[src/rtl/runtime_ctr_ctrl_pkg.sv]
// Shared types for the runtime counter sequencer: state encoding, result
// layout and the saturating drop-counter helper.
package runtime_ctr_ctrl_pkg;

    typedef logic [31:0] word_type;

    localparam int RTC_DROP_WIDTH = 16;
    localparam int RTC_OP_WIDTH   = 8;

    typedef enum logic [1:0] {
        IDLE,
        RUN,
        WAIT,
        CAPTURE
    } rtc_state_type;

    // Layout of one stored result at the default opcode width; the FIFO
    // stores the same field order {op, cycles, timeout} as a flat vector.
    typedef struct packed {
        logic [RTC_OP_WIDTH-1:0] op;
        word_type                cycles;
        logic                    timeout;
    } rtc_result_type;

    // Adds 0..2 to the drop counter, clamping at all-ones.
    function automatic logic [RTC_DROP_WIDTH-1:0] rtc_sat_add(
        input logic [RTC_DROP_WIDTH-1:0] a,
        input logic [1:0]                inc
    );
        logic [RTC_DROP_WIDTH:0] sum;
        sum = {1'b0, a} + {{(RTC_DROP_WIDTH-1){1'b0}}, inc};
        return sum[RTC_DROP_WIDTH] ? '1 : sum[RTC_DROP_WIDTH-1:0];
    endfunction

endpackage

[src/rtl/runtime_ctr_ctrl_fifo.sv]
// Show-ahead synchronous FIFO for measurement results. Head data is visible
// while not empty; push is accepted when full only if a pop happens in the
// same cycle.
module rtc_result_fifo #(
    parameter int DEPTH = 4,
    parameter int WIDTH = 41
) (
    input  logic             clk,
    input  logic             rst,
    input  logic             push,
    input  logic [WIDTH-1:0] wdata,
    input  logic             pop,
    output logic [WIDTH-1:0] rdata,
    output logic             empty,
    output logic             full
);

    localparam int AW = $clog2(DEPTH);

    logic [WIDTH-1:0] mem [DEPTH];
    logic [AW:0]      wr_ptr;
    logic [AW:0]      rd_ptr;
    logic             push_ok;
    logic             pop_ok;

    assign empty   = (wr_ptr == rd_ptr);
    assign full    = (wr_ptr[AW] != rd_ptr[AW]) && (wr_ptr[AW-1:0] == rd_ptr[AW-1:0]);
    assign pop_ok  = pop & ~empty;
    assign push_ok = push & (~full | pop_ok);
    assign rdata   = mem[rd_ptr[AW-1:0]];

    // Pointer update; extra MSB distinguishes full from empty.
    always_ff @(posedge clk) begin
        if (rst) begin
            wr_ptr <= '0;
            rd_ptr <= '0;
        end else begin
            if (push_ok) wr_ptr <= wr_ptr + 1'b1;
            if (pop_ok)  rd_ptr <= rd_ptr + 1'b1;
        end
    end

    // Storage write; contents need no reset since empty gates visibility.
    always_ff @(posedge clk) begin
        if (push_ok) mem[wr_ptr[AW-1:0]] <= wdata;
    end

endmodule

[src/rtl/runtime_ctr_ctrl.sv]
// Per-instruction latency sequencer around one runtime_ctr: arms it on an
// accepted issue, forwards synch, waits out the counter lag and stores
// {opcode, cycles, timeout} into a small result FIFO.
// Optional RUN-state timeout: define RUNTIME_CTR_CTRL_TIMEOUT_EN.
//
// state   | meaning
// IDLE    | waiting for an issue strobe without synch
// RUN     | counter armed, waiting for synch (or timeout)
// WAIT    | one cycle of runtime_ctr output lag
// CAPTURE | ctr_val valid; write result or count a drop
module runtime_ctr_ctrl
    import runtime_ctr_ctrl_pkg::*;
#(
    parameter int FIFO_DEPTH     = 4,
    parameter int OP_WIDTH       = 8,
    parameter int TIMEOUT_CYCLES = 1024
) (
    input  logic                      clk,
    input  logic                      rst,
    input  logic                      instr_en,
    input  logic [OP_WIDTH-1:0]       instr_op,
    input  logic                      synch,
    output logic                      ctr_instr_en,
    output logic                      ctr_synch,
    input  word_type                  ctr_val,
    output logic                      res_valid,
    input  logic                      res_ready,
    output word_type                  res_cycles,
    output logic [OP_WIDTH-1:0]       res_op,
    output logic                      res_timeout,
    output logic                      busy,
    output logic [RTC_DROP_WIDTH-1:0] drop_cnt
);

    localparam int RES_W = OP_WIDTH + 33;

    rtc_state_type       state;
    rtc_state_type       state_next;
    logic [OP_WIDTH-1:0] op_q;
    logic                timeout_q;
    logic                timeout_hit;
    logic                accept;
    logic                capture;
    logic                pop;
    logic                fifo_empty;
    logic                fifo_full;
    logic                drop_issue;
    logic                drop_result;
    logic [RES_W-1:0]    head;
    logic [OP_WIDTH-1:0] head_op;
    word_type            head_cycles;
    logic                head_timeout;

    // State register.
    always_ff @(posedge clk) begin
        if (rst) state <= IDLE;
        else     state <= state_next;
    end

    // Next state and strobes to runtime_ctr.
    always_comb begin
        state_next   = state;
        accept       = 1'b0;
        capture      = 1'b0;
        ctr_instr_en = 1'b0;
        ctr_synch    = 1'b0;
        case (state)
            IDLE: begin
                accept       = instr_en & ~synch;
                ctr_instr_en = accept;
                if (accept) state_next = RUN;
            end
            RUN: begin
                ctr_synch = synch | timeout_hit;
                if (synch | timeout_hit) state_next = WAIT;
            end
            WAIT:    state_next = CAPTURE;
            CAPTURE: begin
                capture    = 1'b1;
                state_next = IDLE;
            end
            default: state_next = IDLE;
        endcase
    end

    assign busy = (state != IDLE);

    // Opcode of the instruction being measured.
    always_ff @(posedge clk) begin
        if (rst)         op_q <= '0;
        else if (accept) op_q <= instr_op;
    end

`ifdef RUNTIME_CTR_CTRL_TIMEOUT_EN
    word_type timer;

    // Timer holds cycles elapsed since the issue, so a timeout result reports
    // the same count runtime_ctr accumulates (TIMEOUT_CYCLES-1).
    always_ff @(posedge clk) begin
        if (rst)               timer <= '0;
        else if (accept)       timer <= 32'd1;
        else if (state == RUN) timer <= timer + 32'd1;
    end

    assign timeout_hit = (state == RUN) & (timer == 32'(TIMEOUT_CYCLES - 1)) & ~synch;

    // Sticky flag marking the current measurement as ended by timeout.
    always_ff @(posedge clk) begin
        if (rst)              timeout_q <= 1'b0;
        else if (accept)      timeout_q <= 1'b0;
        else if (timeout_hit) timeout_q <= 1'b1;
    end
`else
    logic unused_timeout_cfg;
    assign unused_timeout_cfg = (TIMEOUT_CYCLES != 0);
    assign timeout_hit        = 1'b0;
    assign timeout_q          = 1'b0;
`endif

    assign pop = res_valid & res_ready;

    rtc_result_fifo #(
        .DEPTH (FIFO_DEPTH),
        .WIDTH (RES_W)
    ) u_fifo (
        .clk   (clk),
        .rst   (rst),
        .push  (capture),
        .wdata ({op_q, ctr_val, timeout_q}),
        .pop   (pop),
        .rdata (head),
        .empty (fifo_empty),
        .full  (fifo_full)
    );

    assign {head_op, head_cycles, head_timeout} = head;
    assign res_valid   = ~fifo_empty;
    assign res_op      = res_valid ? head_op : '0;
    assign res_cycles  = res_valid ? head_cycles : '0;
    assign res_timeout = res_valid & head_timeout;

    // A full FIFO that pops in the same cycle still takes the result.
    assign drop_issue  = instr_en & (state != IDLE);
    assign drop_result = capture & fifo_full & ~pop;

    // Saturating drop counter; one cycle may add two.
    always_ff @(posedge clk) begin
        if (rst) drop_cnt <= '0;
        else     drop_cnt <= rtc_sat_add(drop_cnt, {1'b0, drop_issue} + {1'b0, drop_result});
    end

endmodule

[config.mk]
export PLATFORM = sky130hd
export DESIGN_NAME = runtime_ctr_ctrl
export DESIGN_NICKNAME = d
export VERILOG_FILES = /design/src/rtl/runtime_ctr_ctrl_pkg.sv /design/src/rtl/runtime_ctr_ctrl_fifo.sv /design/src/rtl/runtime_ctr_ctrl.sv
export SDC_FILE = /design/constraint.sdc
export NUM_CORES = 1
export LEC_CHECK = 0
export ABC_AREA = 1
export CAP_MARGIN = 20
export CORE_MARGIN = 2
export CORE_UTILIZATION = 45
export DETAILED_ROUTE_END_ITERATION = 8
export DONT_BUFFER_PORTS = 1
export SYNTH_ARGS = -nofsm -noshare
export SYNTH_HDL_FRONTEND = slang
export SYNTH_HIERARCHICAL = 1
export SYNTH_SLANG_ARGS = --single-unit
[constraint.sdc]
create_clock -name clk -period 4.7 [get_ports clk]
set_clock_uncertainty 0.1 [all_clocks]
set_input_delay 0.94 -clock clk [delete_from_list [all_inputs] [get_ports clk]]
set_output_delay 0.94 -clock clk [all_outputs]
set_load 0.005 [all_outputs]
; Yosys cells after proc, flatten, opt, wreduce, memory -nomap -nowiden
; Memory sizes are Yosys's and may differ from the RTL's. A register that Yosys moved wholly into a read port is not among the register bits.
; Index checks and enable logic that the tools add are counted.
[op_classes]
add_sub_neg = 4
multipliers = 0
div_mod_pow = 0
n_lt_le_gt_ge = 0
eq_ne = 8
shift = 0
n_mux = 13
bitwise = 13
reduce_logical = 4
[ops]
columns = op, n
row1 = 32-bit two-way mux, 1
row2 = 16-bit by 2-bit adder with 17-bit output, 1
row3 = 16-bit two-way mux, 1
row4 = 2-bit two-way mux, 4
row5 = 8-bit two-way mux, 1
row6 = 2-bit case mux with 4 select lines, 1
row7 = 1-bit bitwise AND, 7
row8 = 3-bit by 1-bit adder with 3-bit output (second input constant), 2
row9 = 1-bit two-way mux, 5
row10 = 2-bit == test (second input constant), 2
row11 = 2-bit inequality test (second input constant), 2
row12 = 1-bit NOT, 4
row13 = 3-bit == test, 1
row14 = 1-bit by 1-bit adder with 2-bit output, 1
row15 = 2-bit by 1-bit == test with 1-bit output (second input constant), 1
row16 = 2-bit == test, 1
row17 = 2-bit logical NOT, 1
row18 = 2-bit AND reduction, 1
row19 = 2-bit nonzero test, 1
row20 = 1-bit bitwise AND (second input constant), 1
row21 = 1-bit logical AND, 1
row22 = 1-bit inequality test, 1
row23 = 1-bit bitwise OR, 1
[totals]
regBits = 32
latch_bits = 0
ram_bits = 160
mem_bits_ro = 0
output_inout_bits = 61
elab_cells = 48
n_memories = 1
[mem_list]
columns = name, depth, word_bits, rd, rd_ports_with_merged_regs, wr, line
row1 = u_fifo.mem, 4, 40, 1, 1, 1, runtime_ctr_ctrl_fifo.sv:20  ; logic [WIDTH-1:0] mem [DEPTH];

; Depth between registers and ports, before layout
; Gate-level depths: netlist of run 1.
[logic_depth]
ltp_word = 8
depth_mapped = 20

; Cells and area by module
; Netlist of run 1, hierarchy kept.
[modules_own_cells]
columns = mod, n_inst, cells_per_inst, area_each_um2, seq_area_each_um2
row1 = rtc_result_fifo, 1, 462, 6487.5, 5084.9
row2 = runtime_ctr_ctrl, 1, 276, 1695.4, 520.5

; Worst setup path after synthesis of run 1
; OpenSTA, ideal clock, no wires.
[synth_timing]
kind = input to register
start = input res_ready
end = memory u_fifo/mem[0][0] in the netlist's numbering, enable pin
arrival_ns = 3.191
slack_ns = 0.970
cell_stages = 6
path_cell_list = inv_1 nor2_1 inv_1 nand4_2 nand2_2 nor2_1
[synth_between]
elab_chain_cells = 6
[synth_lines]
columns = item, line
row1 = from (decl), runtime_ctr_ctrl.sv:27  ; input logic res_ready,
row2 = 1-bit bitwise AND, runtime_ctr_ctrl.sv:120  ; assign pop = res_valid & res_ready;
row3 = via pop, runtime_ctr_ctrl.sv:44  ; logic pop;
row4 = 1-bit bitwise AND, runtime_ctr_ctrl_fifo.sv:28  ; assign pop_ok = pop & ~empty;
row5 = 1-bit bitwise OR, runtime_ctr_ctrl_fifo.sv:29  ; assign push_ok = push & (~full | pop_ok);
row6 = 1-bit bitwise AND, runtime_ctr_ctrl_fifo.sv:29
row7 = 1-bit two-way mux, runtime_ctr_ctrl_fifo.sv:45  ; if (push_ok) mem[wr_ptr[AW-1:0]] <= wdata;
row8 = 1-bit two-way mux (implied by the code), runtime_ctr_ctrl_fifo.sv:45
row9 = to (decl), runtime_ctr_ctrl_fifo.sv:20
; The timed path passes the listed nets, and every way through them passes these cells.

==> qor.yml, run 1 <==
timing:
  relSlewSlack_pct: 31.8
  setup_ws_ns: 1.21
  slew_viol_final: 0
  fin_hold_ws_ns: 0.408
  period_share_pct: 74.2
  setup_violations: 0
  max_freq_mhz: 287
  finalCriticalPeriod_ns: 3.49
  setup-tns-final_ns: 0
  hold_viol_final: 0
  rsz0062_at_grt: "false"
  worst_slew_pin_slew_ns: 1.02
place:
  place.gp.congestion: 0.774
  pre_cts_ws_ns: 1.67
  io_buffer_count: 0
  hpwl_um: 9690
  dp_cells: 944
finish:
  drive_gt1_share_pct: 9.24
  diodes: 0
  multi_input_area_um2: 2130
  final_common_cell: "edfxtp_1"
  seq_area_um2: 5610
  fin_cells: 976
  syn_to_final_growth_pct: 10.3
  final_nets: 790
  nFillCells: 1609
  final_cell_mix: "164 x edfxtp_1, 144 x nor2_1, 82 x inv_1"
power:
  p_leak_nw: 3.31
  ir_drop_uv: 265
  finalPower_mw: 3.71
  power_density_nw_per_um2: 411
floorplan:
  die_w_um: 139
  io_pins: 106
  num_rows: 49
  dieArea_um2: 19300
  start_util_pct: 45.7
  core_um2: 17900
  die_height_um: 139
worst_setup_path:
  crit_path_top_delay_cell: "dfxtp_2"
  worst_setup_path_start_kind: "flip-flop"
  cp-end-kind: "output pin"
  path_buf_inv: 2
  path_cells: "inv_2, o21ai_0, o22ai_1, inv_1, nor2_1"
  arrival_ns: 2.45
  crit_type: "flip-flop to output pin"
  r2r_end: "u_fifo/mem[2][25]$_DFFE_PP_"
  path_delay_family: "flip-flops"
  r2r_cells: 11
  cp_slowest_stage_delay_ns: 0.91
  regToRegSetupSlack_ns: 1.82
  timing.rr.start: "u_fifo/wr_ptr[1]$_SDFFE_PP0P_"
  cp_max_fo: 42
  crit_required_ns: 3.66
synth:
  syn_area_per_cell_um2: 11.1
  synth_top_flop_cell: "edfxtp_1"
  synth_async_sr_flop_share_pct: 0
  ys_seq_area_share_pct: 68.5
  synth-seq-cells: 198
  synth_cell_types: 32
  synth_edf_count: 164
  synthCells: 738
  ys_warn_count: 6
  syn_area_um2: 8180
cts:
  cts.sinks: 198
  cts_tree: "done"
  postCtsSetupRepairBufs: 0
  clkSlewWorstSetupHoldPaths_ns: 0.07
  clockBufferDepth: 2
  cts-resized-gates: 0
  cts_hold_buf: 0
  cts_root_buf: "clkbuf_16"
  cts_max_level: 4
  cts_buffers: 17
  clock_latency_ns: 0.43
route:
  viasPerCell: 5.17
  post-route-drc-count: 0
  drtAntennaViolNets: 0
  drt_pass1_iterations: 5
  drtIter0Drc: 298
  num_vias: 5047
  wl_um: 16500
  wl_per_cell_um: 16.9
global_routing:
  grt_max_degree: 83
  gr-usage-all-layers_pct: 17.5
  antenna_found_initial: 0
  overflow: 0
  grt_pass1_vias: 5092
  grt_pass1_wl_um: 26400
flow_run:
  maxCapViolCount: 0
worst_hold_path:
  hp-start: "u_fifo/rd_ptr[2]$_SDFFE_PP0P_"
  hold_depth: 2
  hold_end: "u_fifo/rd_ptr[2]$_SDFFE_PP0P_"
  min_path_type: "flip-flop to flip-flop"
status:
  status: "finished, final reports clean"
## through the flow
step	area, um^2	util (%)
5_1_grt	9030	50.4
3_3_place_gp	8420	47.0
2_1_floorplan	8190	-
4_1_cts	9030	50.4
6_report	9030	50.4
3_5_place_dp	8420	47.0
## power breakdown
| group | switching (mW) | internal, mW |
|---|---|---|
| clock | 0.619 | 0.842 |
| sequential | 0.0314 | 1.97 |
| combinational | 0.177 | 0.0733 |
## final cells by class
cell class	instances	share of cell area [%]
multi-input combinational	419	23.6
timing repair buffer	7	0.582
sequential	198	62.1
tap	229	3.17
clock buffer	18	4.75
clock inverter	14	1.94
inverter	91	3.78
## routing by layer
layer | part of all wire, % | GRT usage, % | vias up
met5 | 0 | 0 | -
met4 | 1.4 | 6.06 | 0
met3 | 7.7 | 6.18 | 15
met2 | 49 | 29.4 | 141
met1 | 42 | 21.1 | 2391
li1 | - | - | 2500
## worst min-delay path, delay by kind of cell (launching register included)
family	cells	cell delay [ns]
simple gates	1	0.07
flops	1	0.34
compound gates	1	0.05
## Yosys cell counts (2+ instances only)
cell	instances	share of area, %
a21oi_1	18	1.1
a21oi_2	5	0.54
buf_2	10	0.61
clkbuf_1	22	1.0
clkinv_1	2	0.092
dfxtp_1	34	8.3
edfxtp_1	164	60
ha_1	10	1.5
inv_1	83	3.8
inv_2	6	0.28
nand2_1	59	2.7
nand2_2	4	0.31
nand3_1	16	0.98
nand3_2	3	0.37
nand4_1	2	0.15
nor2_1	148	6.8
nor2_4	2	0.28
o21ai_0	50	3.1
o21ai_1	40	2.4
o22ai_1	41	3.1
xnor2_1	3	0.32
xor2_1	6	0.64
## registers in the layout (all words and copies together), names as in the netlist, named ones only
signal         cells
u_fifo/rd_ptr      3
drop_cnt          16
state              2
u_fifo/mem       164
op_q               8
u_fifo/wr_ptr      3
## worst max-delay path by stage
stage | from | to | cells after the start
2_1_floorplan | res_ready | u_fifo/mem[0][0]$_DFFE_PP_ | 6
3_3_place_gp | flip-flop | res_cycles[27] | 5
3_5_place_dp | flip-flop | res_op[6] | 5
4_1_cts | flip-flop | res_cycles[23] | 5
5_1_grt | flip-flop | res_cycles[17] | 6
6_report | flip-flop | res_cycles[27] | 5
## logic make-up after synthesis
group                      Yosys count  synth area share, %
buffers and inverters              124                 5.93
adders and majority gates           11                 1.77
other                                1               0.0458
DFF                                198                 68.5
AOI/OAI and AO/OA                  154                 10.3
xor gates and xnor gates            10                 1.16
and+or+nand+nor                    240                 12.3
Power figures use the tool's default switching activity.
==> run 2, diff against run 1 <==
- clock period: 4.7 -> 3.1 ns (I/O delays scaled with it)
==> qor.yml, run 2 (synthesis gave the netlist of run 1 again) <==
status:
  status: "finished, final reports clean"
floorplan:
  die_w_um: 139  # unchanged
  io_pins: 106  # unchanged
  die_height_um: 139  # unchanged
  start_util_pct: 45.7  # unchanged
  dieArea_um2: 19300  # unchanged
  core_um2: 17900  # unchanged
  num_rows: 49  # unchanged
worst_setup_path:
  worst_setup_path_start_kind: "flip-flop"
  crit_type: "flip-flop to output pin"
  crit_required_ns: 2.38  # -1.28 ns
  cp_max_fo: 82  # +95%
  cp-end-kind: "output pin"
  regToRegSetupSlack_ns: 0.37  # -1.45 ns
  arrival_ns: 2.16  # -0.29 ns
finish:
  drive_gt1_share_pct: 10.0  # +0.76 points
  final_cell_mix: "164 x edfxtp_1, 144 x nor2_1, 82 x inv_1"
  nFillCells: 1532  # -4.8%
  final_common_cell: "edfxtp_1"
  final_nets: 793  # +0.38%
  final_util_pct: 51.0  # +0.62 points
  syn_to_final_growth_pct: 11.7
  multi_input_area_um2: 2130  # unchanged
  diodes: 0  # unchanged
  largest_register_ffs: 164  # unchanged
  seq_area_um2: 5610  # unchanged
route:
  viasPerCell: 5.25  # +1.5%
  drt_pass1_iterations: 4  # -1
  drtIter0Drc: 296  # -0.67%
  wl_per_cell_um: 17.0  # +0.66%
  post-route-drc-count: 0  # unchanged
  wl_um: 16600  # +0.97%
  drtAntennaViolNets: 0  # unchanged
  num_vias: 5138  # +1.8%
power:
  finalPower_mw: 5.67  # +53%
  power_density_nw_per_um2: 621  # +51%
  ir_drop_uv: 394  # +49%
  p_leak_nw: 3.36  # +1.5%
worst_hold_path:
  min_path_type: "input pin to flip-flop"
timing:
  slew_viol_final: 0  # unchanged
  max_freq_mhz: 347
  hold_viol_final: 0  # unchanged
  relSlewSlack_pct: 41.3  # +9.5 points
  rsz0062_at_grt: "false"
  setup_violations: 0  # unchanged
  worst_slew_pin_slew_ns: 0.880  # -0.141 ns
  finalCriticalPeriod_ns: 2.88
  setup_ws_ns: 0.222  # -0.992 ns
  period_share_pct: 92.8
place:
  place.gp.congestion: 0.781  # +0.89%
  pre_cts_ws_ns: 0.372  # -1.29 ns
  hpwl_um: 10000  # +3.3%
  io_buffer_count: 0  # unchanged
cts:
  clockBufferDepth: 2  # unchanged
  cts-resized-gates: 0  # unchanged
  clkSlewWorstSetupHoldPaths_ns: 0.07  # about the same
  cts_buffers: 17  # unchanged
  cts_tree: "done"
  cts_root_buf: "clkbuf_16"
  clock_latency_ns: 0.43  # about the same
  cts_hold_buf: 0  # unchanged
  postCtsSetupRepairBufs: 0  # unchanged
  cts.sinks: 198  # unchanged
  cts_max_level: 4  # unchanged
global_routing:
  antenna_found_initial: 0  # unchanged
  gr-usage-all-layers_pct: 17.7  # +0.13 points
  grt_pass1_wl_um: 26500  # +0.19%
  overflow: 0  # unchanged
  grt_max_degree: 83  # unchanged
  grt_pass1_vias: 5117  # +0.49%
flow_run:
  maxCapViolCount: 0  # unchanged
run 2: changes by cell type in the layout (fill, tap and decap cells not counted):
cell        delta
buf_12         +6
inv_6          +4
buf_4          -3
clkinv_1       -2
clkbuf_1       -1
clkinv_2       +1
clkinv_4       -1
clkinvlp_4     -1
run 2: critical path, cell delays in order, from the launching register on:
cell and delay, ns:
dfxtp_2 0.34, buf_4 0.68, o21ai_0 0.22, o22ai_1 0.19, inv_1 0.06, nor2_1 0.21
run 2: metal layers:
metal / up-vias / global-route usage, % / wire length [um]
li1: 2511 / - / -
met2: 124 / 30.7 / 8410
met1: 2493 / 21.5 / 6880
met5: - / 0 / 0
met3: 10 / 5.32 / 1160
met4: 0 / 4.84 / 165
run 2: worst paths after layout:
check                                      from                             to  cells past startpoint
setup reg to reg  u_fifo/wr_ptr[1]$_SDFFE_PP0P_        drop_cnt[11]$_SDFF_PP0_                     17
hold / removal                              rst         drop_cnt[5]$_SDFF_PP0_                      1
setup / recovery                      flip-flop                 res_cycles[29]                      5
hold reg to reg   u_fifo/wr_ptr[2]$_SDFFE_PP0P_  u_fifo/wr_ptr[2]$_SDFFE_PP0P_                      2
run 2: cell type report:
class                      instances  share of cell area, %
clock buffer                      17                   4.66
clock inverter                    15                   2.10
inverter                          91                   3.74
multi-input combinational        419                   23.3
sequential                       198                   61.4
tap                              229                   3.14
timing repair buffer              10                   1.64
run 2: power breakdown:
group          total, mW  internal, mW  leakage [nW]  switching (mW)
Combinational      0.393         0.118          1.30           0.275
Clock               2.26          1.29         0.298           0.965
Sequential          3.02          2.98          1.76          0.0456
run 2: per-stage QoR:
step | instance area [um^2] | hold WS (ns) | TNS (ns) | std cells
CTS | 9140 | 0.133 | 0 | 979
finish | 9140 | 0.152 | 0 | 979
detailed placement | 8520 | 0.398 | 0 | 947
floorplan | 8190 | 0.360 | -91.60 | 741
global placement | 8520 | 0.382 | 0 | 947
global route | 9140 | 0.114 | 0 | 979
==> run 3, diff against run 2 <==
- MAX_ROUTING_LAYER: unset -> met4
==> qor.yml, run 3 (synthesis gave the netlist of run 1 again) <==
global_routing:
  overflow: 0  # unchanged
  met3_usage_pct: 5.25  # -0.069 points
  use_met2_pct: 30.8  # +0.10 points
  grt_max_degree: 83  # unchanged
  use_met1_pct: 21.5  # unchanged
  grt_pass1_vias: 5125  # +0.16%
  gr-usage-all-layers_pct: 18.2  # +0.56 points
  antenna_found_initial: 0  # unchanged
  top_usage_layer: "met2"
  grt_pass1_wl_um: 26500  # about the same
worst_setup_path:
  worst_setup_path_start_kind: "flip-flop"
  crit_required_ns: 2.38  # about the same
  cp-end-kind: "output pin"
  crit_type: "flip-flop to output pin"
  cp_max_fo: 82  # unchanged
  arrival_ns: 2.15  # about the same
finish:
  diodes: 0  # unchanged
  final_util_pct: 51.0  # unchanged
  final_nets: 793  # unchanged
  final_common_cell: "edfxtp_1"
  drive_gt1_share_pct: 10.0  # unchanged
  final_cell_mix: "164 x edfxtp_1, 144 x nor2_1, 82 x inv_1"
  largest_register_ffs: 164  # unchanged
  final_area_um2: 9140  # unchanged
  syn_to_final_growth_pct: 11.7  # unchanged
  nFillCells: 1532  # unchanged
timing:
  hold_viol_final: 0  # unchanged
  worst_slew_pin_slew_ns: 0.873  # -0.00788 ns
  finalCriticalPeriod_ns: 2.87  # -0.00631 ns
  fin_hold_ws_ns: 0.154  # +0.00203 ns
  period_share_pct: 92.6  # -0.20 points
  setup_violations: 0  # unchanged
  max_freq_mhz: 348  # +0.22%
  setup_ws_ns: 0.229  # +0.00631 ns
  relSlewSlack_pct: 41.8  # +0.53 points
  slew_viol_final: 0  # unchanged
  rsz0062_at_grt: "false"
power:
  power_density_nw_per_um2: 620  # about the same
  ir_drop_uv: 393  # -0.18%
  p_leak_nw: 3.36  # unchanged
flow_run:
  maxCapViolCount: 0  # unchanged
cts:
  cts_root_buf: "clkbuf_16"
  cts_hold_buf: 0  # unchanged
  cts.sinks: 198  # unchanged
  cts_max_level: 4  # unchanged
  postCtsSetupRepairBufs: 0  # unchanged
  cts-resized-gates: 0  # unchanged
  clkSlewWorstSetupHoldPaths_ns: 0.07  # about the same
  cts_buffers: 17  # unchanged
  clockBufferDepth: 2  # unchanged
  clock_latency_ns: 0.43  # about the same
  cts_tree: "done"
route:
  drt_pass1_iterations: 4  # unchanged
  wl_per_cell_um: 17.0  # about the same
  wl_um: 16600  # about the same
  viasPerCell: 5.26  # +0.23%
  post-route-drc-count: 0  # unchanged
  num_vias: 5150  # +0.23%
  drtIter0Drc: 287  # -3.0%
  drtAntennaViolNets: 0  # unchanged
floorplan:
  core_um2: 17900  # unchanged
  start_util_pct: 45.7  # unchanged
  io_pins: 106  # unchanged
  die_height_um: 139  # unchanged
  num_rows: 49  # unchanged
  die_w_um: 139  # unchanged
  dieArea_um2: 19300  # unchanged
status:
  status: "finished, final reports clean"
worst_hold_path:
  min_path_type: "input pin to flip-flop"
place:
  pre_cts_ws_ns: 0.372  # unchanged
  io_buffer_count: 0  # unchanged
  place.gp.congestion: 0.792  # +1.4%
  placed_area_um2: 8520  # unchanged
  hpwl_um: 10000  # unchanged
-- run 3: cell counts in the layout (fill, tap and decap cells not counted) --
No cell type changed its count.
-- run 3: layout make-up --
cell class                      count  area (um^2)  share of cell area (%)
Clock buffer                       17          425                    4.66
Clock inverter                     15          191                    2.10
Inverter                           91          342                    3.74
Multi-Input combinational cell    419         2130                    23.3
Sequential cell                   198         5610                    61.4
Tap cell                          229          287                    3.14
Timing Repair Buffer               10          150                    1.64
-- run 3: worst max-delay path, stage by stage, from the launching register on --
cell and delay, ns:
dfxtp_2 0.34, buf_4 0.68, o21ai_0 0.22, o22ai_1 0.19, inv_1 0.06, nor2_1 0.22
-- run 3: path summary, 6_finish.rpt --
| check | from | endpoint | slack, ns | cells past startpoint |
|---|---|---|---|---|
| min | rst | drop_cnt[5]$_SDFF_PP0_ | 0.15 | 1 |
| min reg2reg | u_fifo/wr_ptr[2]$_SDFFE_PP0P_ | u_fifo/wr_ptr[2]$_SDFFE_PP0P_ | 0.41 | 2 |
| max | flip-flop | res_cycles[29] | 0.23 | 5 |
| max reg2reg | u_fifo/wr_ptr[1]$_SDFFE_PP0P_ | drop_cnt[11]$_SDFF_PP0_ | 0.38 | 17 |
-- run 3: metrics by stage --
stage / TNS [ns] / instances / total power, mW
2_1_floorplan: -91.60 / 741 / 3.36
3_3_place_gp: 0 / 947 / 3.46
3_5_place_dp: 0 / 947 / 3.48
4_1_cts: 0 / 979 / 5.73
5_1_grt: 0 / 979 / 5.91
6_report: 0 / 979 / 5.67
-- run 3: power by group --
group	total (mW)	internal (mW)	leakage [nW]	switching (mW)
Clock	2.25	1.29	0.298	0.960
Sequential	3.02	2.98	1.76	0.0460
Combinational	0.393	0.118	1.30	0.275
Total	5.67	4.39	3.36	1.28
-- run 3: routing by layer --
layer  vias up  wire (um)
met3        13       1140
met5         -          0
met4         0        166
li1       2509          -
met1      2493       6910
met2       135       8410
